**src/rtl/rom_stream_reader_if.sv**
```systemverilog
// ROM read port plus valid/ready byte stream between rom_stream_reader and its neighbours.
interface rom_stream_reader_if #(
  parameter int DEPTH  = 8,
  parameter int DATA_W = 8
);
  logic              rom_en;
  logic [DEPTH-1:0]  rom_addr;
  logic [DATA_W-1:0] rom_data;
  logic [DATA_W-1:0] dout;
  logic              dout_valid;
  logic              dout_ready;

  modport master (
    output rom_en, rom_addr, dout, dout_valid,
    input  rom_data, dout_ready
  );

  modport slave (
    input  rom_en, rom_addr, dout, dout_valid,
    output rom_data, dout_ready
  );
endinterface

```
**src/rtl/rom_stream_reader.sv**
```systemverilog
// Sweeps a one-hot-addressed ROM on start, streams each byte through a 2-entry buffer
// with full backpressure and keeps a running checksum of delivered bytes.
module rom_stream_reader #(
  parameter int DEPTH  = 8,
  parameter int DATA_W = 8
) (
  input  logic                            clk,
  input  logic                            rst,
  input  logic                            i_start,
  output logic                            o_busy,
  output logic                            o_done,
  output logic [DATA_W+$clog2(DEPTH)-1:0] o_checksum,
  rom_stream_reader_if.master             bus
);
  localparam int CS_W  = DATA_W + $clog2(DEPTH);
  localparam int IDX_W = $clog2(DEPTH + 1);
  localparam logic [DEPTH-1:0] ADDR_ONE = DEPTH'(1);

  typedef enum logic [1:0] {S_IDLE, S_READ, S_DRAIN, S_DONE} state_t;

  state_t            r_state;
  logic              r_busy;
  logic              r_done;
  logic              r_inflight;
  logic [IDX_W-1:0]  r_idx;
  logic [1:0]        r_occ;
  logic              r_wr_ptr;
  logic              r_rd_ptr;
  logic [DATA_W-1:0] r_mem [2];
  logic [CS_W-1:0]   r_checksum;

  logic              w_valid;
  logic              w_pop;
  logic              w_issue;
  logic              w_last_issue;
  logic [2:0]        w_load;
  logic [DATA_W-1:0] w_head;

  assign w_valid      = (r_occ != 2'd0);
  assign w_pop        = w_valid && bus.dout_ready;
  assign w_head       = r_mem[r_rd_ptr];
  // Slots committed for the coming edge: buffered + returning word - word leaving now.
  assign w_load       = 3'(r_occ) + 3'(r_inflight) - 3'(w_pop);
  assign w_issue      = (r_state == S_READ) && (r_idx < IDX_W'(DEPTH)) && (w_load < 3'd2);
  assign w_last_issue = w_issue && (r_idx == IDX_W'(DEPTH - 1));

  assign bus.rom_en     = w_issue;
  assign bus.rom_addr   = w_issue ? (ADDR_ONE << r_idx) : '0;
  assign bus.dout_valid = w_valid;
  assign bus.dout       = w_valid ? w_head : '0;
  assign o_busy         = r_busy;
  assign o_done         = r_done;
  assign o_checksum     = r_checksum;

  // NOTE: buffer storage has no reset; occupancy is reset and dout is gated by valid,
  // so stale contents are never observed.
  always_ff @(posedge clk) begin
    if (r_inflight) r_mem[r_wr_ptr] <= bus.rom_data;
  end

  // NOTE: all state uses non-blocking assignments so every register samples pre-edge values.
  always_ff @(posedge clk) begin
    if (rst) begin
      r_state    <= S_IDLE;
      r_busy     <= 1'b0;
      r_done     <= 1'b0;
      r_inflight <= 1'b0;
      r_idx      <= '0;
      r_occ      <= 2'd0;
      r_wr_ptr   <= 1'b0;
      r_rd_ptr   <= 1'b0;
      r_checksum <= '0;
    end else begin
      r_done     <= 1'b0;
      r_inflight <= w_issue;
      r_occ      <= r_occ + 2'(r_inflight) - 2'(w_pop);
      if (w_issue)    r_idx    <= r_idx + IDX_W'(1);
      if (r_inflight) r_wr_ptr <= ~r_wr_ptr;
      if (w_pop) begin
        r_rd_ptr   <= ~r_rd_ptr;
        r_checksum <= r_checksum + CS_W'(w_head);
      end

      case (r_state)
        S_IDLE: begin
          if (i_start) begin
            r_state    <= S_READ;
            r_busy     <= 1'b1;
            r_idx      <= '0;
            r_checksum <= '0;
          end
        end
        S_READ: begin
          if (w_last_issue) r_state <= S_DRAIN;
        end
        S_DRAIN: begin
          if (w_load == 3'd0) begin
            r_state <= S_DONE;
            r_done  <= 1'b1;
          end
        end
        S_DONE: begin
          r_state <= S_IDLE;
          r_busy  <= 1'b0;
        end
        default: begin
          r_state <= S_IDLE;
          r_busy  <= 1'b0;
        end
      endcase
    end
  end
endmodule

```
**src/flat_wrapper.sv**
```systemverilog
// flat-port wrapper written by rule: the top's interface ports become plain ports
module rom_stream_reader_flat 
#(
  parameter int DEPTH  = 8,
  parameter int DATA_W = 8
)
  (clk, rst, i_start, o_busy, o_done, o_checksum, bus_rom_en, bus_rom_addr, bus_dout, bus_dout_valid, bus_rom_data, bus_dout_ready);
  rom_stream_reader_if #(.DEPTH(DEPTH), .DATA_W(DATA_W)) bus_i ();
  input  logic clk;
  input  logic rst;
  input  logic i_start;
  output logic o_busy;
  output logic o_done;
  output logic [DATA_W+$clog2(DEPTH)-1:0] o_checksum;
  output wire logic [$bits(bus_i.rom_en)-1:0] bus_rom_en;
  output wire logic [$bits(bus_i.rom_addr)-1:0] bus_rom_addr;
  output wire logic [$bits(bus_i.dout)-1:0] bus_dout;
  output wire logic [$bits(bus_i.dout_valid)-1:0] bus_dout_valid;
  input wire logic [$bits(bus_i.rom_data)-1:0] bus_rom_data;
  input wire logic [$bits(bus_i.dout_ready)-1:0] bus_dout_ready;
  assign bus_rom_en = bus_i.rom_en;
  assign bus_rom_addr = bus_i.rom_addr;
  assign bus_dout = bus_i.dout;
  assign bus_dout_valid = bus_i.dout_valid;
  assign bus_i.rom_data = bus_rom_data;
  assign bus_i.dout_ready = bus_dout_ready;
  rom_stream_reader #(.DEPTH(DEPTH), .DATA_W(DATA_W)) u_core (.clk(clk), .rst(rst), .i_start(i_start), .o_busy(o_busy), .o_done(o_done), .o_checksum(o_checksum), .bus(bus_i));
endmodule
```
**config.mk**
```make
export PLATFORM = sky130hd
export DESIGN_NAME = rom_stream_reader_flat
export DESIGN_NICKNAME = d
export VERILOG_FILES = /design/src/rtl/rom_stream_reader_if.sv /design/src/rtl/rom_stream_reader.sv /design/src/flat_wrapper.sv
export SDC_FILE = /design/constraint.sdc
export NUM_CORES = 1
export LEC_CHECK = 0
export CORE_AREA = 2 2 70 72
export DETAILED_ROUTE_END_ITERATION = 10
export DIE_AREA = 0 0 72 74
export PLACE_DENSITY_LB_ADDON = 0.08
export RECOVER_POWER = 50
export SLEW_MARGIN = 15
export SYNTH_ARGS = -nofsm -noshare
export SYNTH_HDL_FRONTEND = slang
export SYNTH_SLANG_ARGS = --single-unit
```
**constraint.sdc**
```tcl
create_clock -name clk -period 3.3 [get_ports clk]
set_input_delay 0.33 -clock clk [delete_from_list [all_inputs] [get_ports clk]]
set_output_delay 0.33 -clock clk [all_outputs]
set_load 0.05 [all_outputs]
```
# After elaboration in Yosys (flattened, before gate mapping)
# Memories as Yosys holds them, arrays and structs flattened. A register that Yosys moved wholly into a read port is not among the register bits.
# Index checks and enable logic that the tools add are counted.
# W data, S select, Z words.
dict set report totals {
  register_bits 24
  mem_count 1
  word_cells 59
  ramBits 16
  inputBits 12
  out_inout_bits 31
  latch_bits 0
  romBits 0
}
# name words word_bits read_ports rd_clocked_by_memory_dff wr line_no
set mem_list {}
lappend mem_list {u_core.r_mem 2 8 1 1 1 rom_stream_reader.sv:29} ;# logic [DATA_W-1:0] r_mem [2];
dict set report classes {
  add_sub_neg 6
  shifts 1
  n_reduce_logical 11
  magnitude_cmp 2
  n_mul 0
  n_div 0
  mux 19
  bitwise_logic 3
  eq_ne 7
}
# cell n
set op_table {}
lappend op_table {{$mux W11} 3}
lappend op_table {{$mux W8} 2}
lappend op_table {{$mux W4} 3}
lappend op_table {{$add A11 B8 Y11} 1}
lappend op_table {{$pmux W2 S4} 1}
lappend op_table {{$shl A1 B4 Y8 const A} 1}
lappend op_table {{$mux W1} 6}
lappend op_table {{$mux W2} 3}
lappend op_table {{$add A4 B1 Y4 const B} 1}
lappend op_table {{$eq A2 B2 Y1 const B} 2}
lappend op_table {{$eq A4 B3 Y1 const B} 1}
lappend op_table {{$logic_and A1 B1 Y1} 4}
lappend op_table {{$lt A4 B4 Y1 const B} 1}
lappend op_table {{$ne A2 B1 Y1 const B} 2}
lappend op_table {{$reduce_bool A2 Y1} 2}
lappend op_table {{$add A2 B1 Y3} 1}
lappend op_table {{$logic_not A3 Y1} 1}
lappend op_table {{$lt A3 B2 Y1 const B} 1}
lappend op_table {{$not A1 Y1} 3}
lappend op_table {{$reduce_and A3 Y1} 1}
lappend op_table {{$sub A3 B1 Y3} 1}
lappend op_table {{$add A2 B1 Y2} 1}
lappend op_table {{$eq A2 B1 Y1 const B} 1}
lappend op_table {{$logic_not A2 Y1} 1}
lappend op_table {{5 further kinds} 5}

# Depth between registers and ports, before layout
dict set report logic_depth {
  word_depth 8
  mapped_depth 14
  depth_no_buf 12
}

# Worst setup path after synthesis
# OpenSTA, ideal clock, no wires.
dict set report synth_path {
  path_kind {reg-to-output}
  from {register u_core.r_occ[1]}
  to {output bus_rom_addr[0]}
  arrival_ns 3.100
  slack_ns -0.130
  path_buffers 2
  stages_incl_launch_ff 13
  t_required_ns 2.970
  cell_sequence {dfxtp_1 > nor2_1 > inv_1 > nand2_1 > nand2_1 > nand2_1 > ha_1 > fa_1 > nor3_1 > and2_1 > buf_6 > buf_12 > and3_1}
}
dict set report synth_via {
  elab_chain_len 6
  word_cells_on_any_way 7
  classes_between {2 x add/sub; 1 x order compare; 1 x mux; 3 x reduce/logical}
}
# item line_no
set synth_lines {}
lappend synth_lines {{start, declared} rom_stream_reader.sv:26} ;# logic [1:0] r_occ;
lappend synth_lines {{start signal, assigned} rom_stream_reader.sv:76} ;# r_occ <= r_occ + 2'(r_inflight) - 2'(w_pop);
lappend synth_lines {{$reduce_bool A2 Y1} rom_stream_reader.sv:39} ;# assign w_valid = (r_occ != 2'd0);
lappend synth_lines {{via bus_dout_valid} flat_wrapper.sv:18} ;# output wire logic [$bits(bus_i.dout_valid)-1:0] bus_dout_valid;
lappend synth_lines {{$logic_and A1 B1 Y1} rom_stream_reader.sv:40} ;# assign w_pop = w_valid && bus.dout_ready;
lappend synth_lines {{$sub A3 B1 Y3} rom_stream_reader.sv:43} ;# assign w_load = 3'(r_occ) + 3'(r_inflight) - 3'(w_pop);
lappend synth_lines {{via u_core.w_load[1]} rom_stream_reader.sv:36} ;# logic [2:0] w_load;
lappend synth_lines {{$lt A3 B2 Y1} rom_stream_reader.sv:44} ;# assign w_issue = (r_state == S_READ) && (r_idx < IDX_W'(DEPTH)) && (w_load < 3'd2);
lappend synth_lines {{$logic_and A1 B1 Y1} rom_stream_reader.sv:44}
lappend synth_lines {{via bus_rom_en} flat_wrapper.sv:15} ;# output wire logic [$bits(bus_i.rom_en)-1:0] bus_rom_en;
lappend synth_lines {{$mux W8} rom_stream_reader.sv:48} ;# assign bus.rom_addr = w_issue ? (ADDR_ONE << r_idx) : '0;
lappend synth_lines {{end, declared} flat_wrapper.sv:16} ;# output wire logic [$bits(bus_i.rom_addr)-1:0] bus_rom_addr;
# The timed path passes the listed nets, and every way through them passes these cells.

# Worst setup path after layout
dict set report layout_path {
  from {register u_core.r_occ[0]}
  to {output bus_rom_addr[5]}
}
dict set report layout_via {
  elab_chain_len 6
  word_cells_on_any_way 7
  classes_between {2 x add/sub; 1 x order compare; 1 x mux; 3 x reduce/logical}
}
# item line_no
set layout_lines {}
lappend layout_lines {{parallel branches: the longest is 2 deep, another holds $add A2 B1 Y3} -}
lappend layout_lines {{$sub A3 B1 Y3 (*)} rom_stream_reader.sv:43}
lappend layout_lines {{$lt A3 B2 Y1 (*)} rom_stream_reader.sv:44}
lappend layout_lines {{$logic_and A1 B1 Y1 (*)} rom_stream_reader.sv:44}
lappend layout_lines {{$mux W8 (*)} rom_stream_reader.sv:48}
# Every way passes the cells marked *.

==> results.toml <==
[sta]
fin_crit_ps = 3080
setup_viol = 0
rsz0062_at_grt = "false"
setup_tns_ps = 0
fin_skew_ps = 3.50
timing.final.ws_setup_ps = 218
relSlewSlack_pct = 50.9
max_freq_mhz = 324
finalHoldViolCount = 0
fin_crit_sh_pct = 93.4
finalMaxSlewViolations = 0
worst_slew_pin_slew_ps = 735

[die]
rows = 25
placeableCoreArea_um2 = 4600
start_util_pct = 47.6
die-area_um2 = 5330
dieWidth_um = 72
die_h_um = 74
io_pins = 43

[cts]
tritoncts = "built"
cts_sinks = 41
clk_latency_ps = 290
numCtsBuffers = 5
cts_setup_buffers = 0
cts_hold_buf = 0
cts_resized = 1
root_buffer = "clkbuf_8"
cts_max_path_buffers = 2
path_clk_slew_ps = 80
htree_levels = 2

[worst_setup_path]
critical_path_class = "reg -> out"
worstRegToRegCells = 11
crit_start = "u_core.r_occ[0]$_SDFF_PP0_"
r2r_setup_slack_ps = 650
cp-start-kind = "flop"
r2r_start = "u_core.r_occ[1]$_SDFF_PP0_"
regToRegEndpoint = "u_core.r_state[0]$_SDFFE_PP0P_"
arrival_ps = 2750
cp-end-kind = "primary output"
required_ps = 2970
worstPathMaxFanout = 9

[cells_and_area]
nFillCells = 403
nets = 282
fin_cells = 304
layout_commonest_cell = "dfxtp_1"
syn_to_final_growth_pct = 31.6
register_area_um2 = 982
antenna_cells = 0
final_cell_mix = "dfxtp_1 (24), ha_1 (19), clkdlybuf4s50_1 (18), nor2_1 (16), edfxtp_1 (16)"
multi_input_comb_area_um2 = 1140
drive_above_1_share_pct = 17.6

[power]
power.density_nw_per_um2 = 848
p_leak_nw = 1.17
ir_worst_vdd_mv = 0.683
power_w = 0.00244

[status]
status = "finished clean"

[placement]
gp_congestion = 0.787
dp_slack_ps = 161
dpl.hpwl_um = 3220
portBuffers = 42
dp_cells = 296

[min_path]
hold_path_end = "u_core.o_checksum[10]$_SDFF_PP0_"
min_from = "u_core.o_checksum[10]$_SDFF_PP0_"
whs_path_depth = 2
hold_class = "reg -> reg"

[route]
drt_pass1_iterations = 4
drt.antenna.violating_nets = 0
drc_errors = 0
routed_wl_um = 4150
wire_per_inst_um = 13.7
drt_iter0_drc = 53
dr_total_vias = 1562
vias_per_cell = 5.14

[synth]
netlist-cell-type-count = 42
synth_edf_count = 16
synthArstFlopShare_pct = 0
synth_seq_cells = 41
syn-instance-count = 203
synth_seq_area_share_pct = 44.8
syn_area_per_cell_um2 = 10.8
syn_area_um2 = 2190
synth-main-ff-cell = "dfxtp_1"
yosys_warnings = 0
synth_nets = 236

[global_route]
antenna_found_initial = 0
first_global_vias = 1509
grt_max_degree = 14
track_usage_pct = 16.7
grt-ovfl-total = 0
grt_pass1_wl_um = 6800

[job]
cap_viol_max_count = 0
-- Yosys cell counts, types with 2 or more instances --
cell,count,area share [%]
a211oi_1,2,0.69
a21o_1,4,1.4
a21oi_1,10,2.3
a22o_1,5,2.0
and2_1,3,0.86
and3_1,6,1.7
and3_2,2,0.69
clkbuf_1,3,0.51
dfxtp_1,25,23
edfxtp_1,16,22
fa_1,2,1.8
ha_1,19,11
inv_1,10,1.7
mux2_2,7,3.6
mux2i_1,5,2.3
nand2_1,14,2.4
nand2b_1,9,2.6
nor2_1,17,2.9
nor2b_1,11,3.1
o211ai_1,3,1.0
o21a_1,2,0.69
xnor2_1,8,3.2
-- layout make-up --
type / count / share of cell area, %
multi-input combinational: 146 / 39.7
sequential: 41 / 34.1
timing repair buffer: 45 / 18.4
clock buffer: 6 / 2.87
tap: 54 / 2.34
clock inverter: 2 / 1.30
inverter: 10 / 1.30
-- registers in the layout (all words and copies together) (netlist names), named ones only --
name               count
u_core.r_mem          16
u_core.r_idx           4
u_core.r_state         2
u_core.r_occ           2
u_core.o_checksum     11
u_core.o_done          1
u_core.r_wr_ptr        1
u_core.r_inflight      1
u_core.o_busy          1
u_core.r_rd_ptr        1
-- per-stage QoR --
| stage | instance area, um2 | hold slack (ps) | utilization (%) |
|---|---|---|---|
| detailed placement | 2750 | 483 | 59.8 |
| finish | 2880 | 485 | 62.7 |
| floorplan | 2200 | 429 | - |
| global route | 2880 | 534 | 62.7 |
| global placement | 2750 | 472 | 59.8 |
| CTS | 2870 | 494 | 62.5 |
-- routing by layer --
layer / vias up / global-route usage, % / wire length (um)
li1: 801 / - / -
met1: 726 / 19.8 / 1800
met2: 28 / 29.9 / 2140
met3: 7 / 3.25 / 141
met4: 0 / 7.13 / 68
met5: - / 0 / 0
-- cell families after synthesis --
group,count (synthesis),synth area share (%)
buf+inv,16,3.89
compound gates,35,12.3
xor+xnor,10,4.34
fa+ha+maj,21,12.7
flops,41,44.8
mux,12,5.89
simple gates,68,16.1
-- worst max-delay path: stages, from the launching register on --
cell and delay (ps):
dfxtp_1 440, nor2_4 100, inv_2 70, nand2_1 100, nand2_1 90, nand2_1 50, ha_1 190, fa_1 410
xnor2_2 320, nor3_2 80, and2_2 230, and3_2 240, buf_12 150
-- where the power goes --
part / switching (W) / leakage [nW] / internal [W] / total (W)
sequential: 0.0000892 / 0.348 / 0.000623 / 0.000712
combinational: 0.000775 / 0.766 / 0.000533 / 0.00131
clock: 0.000176 / 0.0574 / 0.000246 / 0.000422
-- worst max-delay path by stage --
| stage | end | slack [ps] | depth (start not counted) |
|---|---|---|---|
| finish | bus_rom_addr[5] | 220 | 12 |
| floorplan | bus_rom_addr[0] | 110 | 12 |
| global placement | bus_rom_addr[6] | 240 | 11 |
| detailed placement | bus_rom_addr[5] | 160 | 11 |
| CTS | bus_rom_addr[5] | 20 | 11 |
| global route | bus_rom_addr[0] | 10 | 12 |
Power figures use the tool's default switching activity.
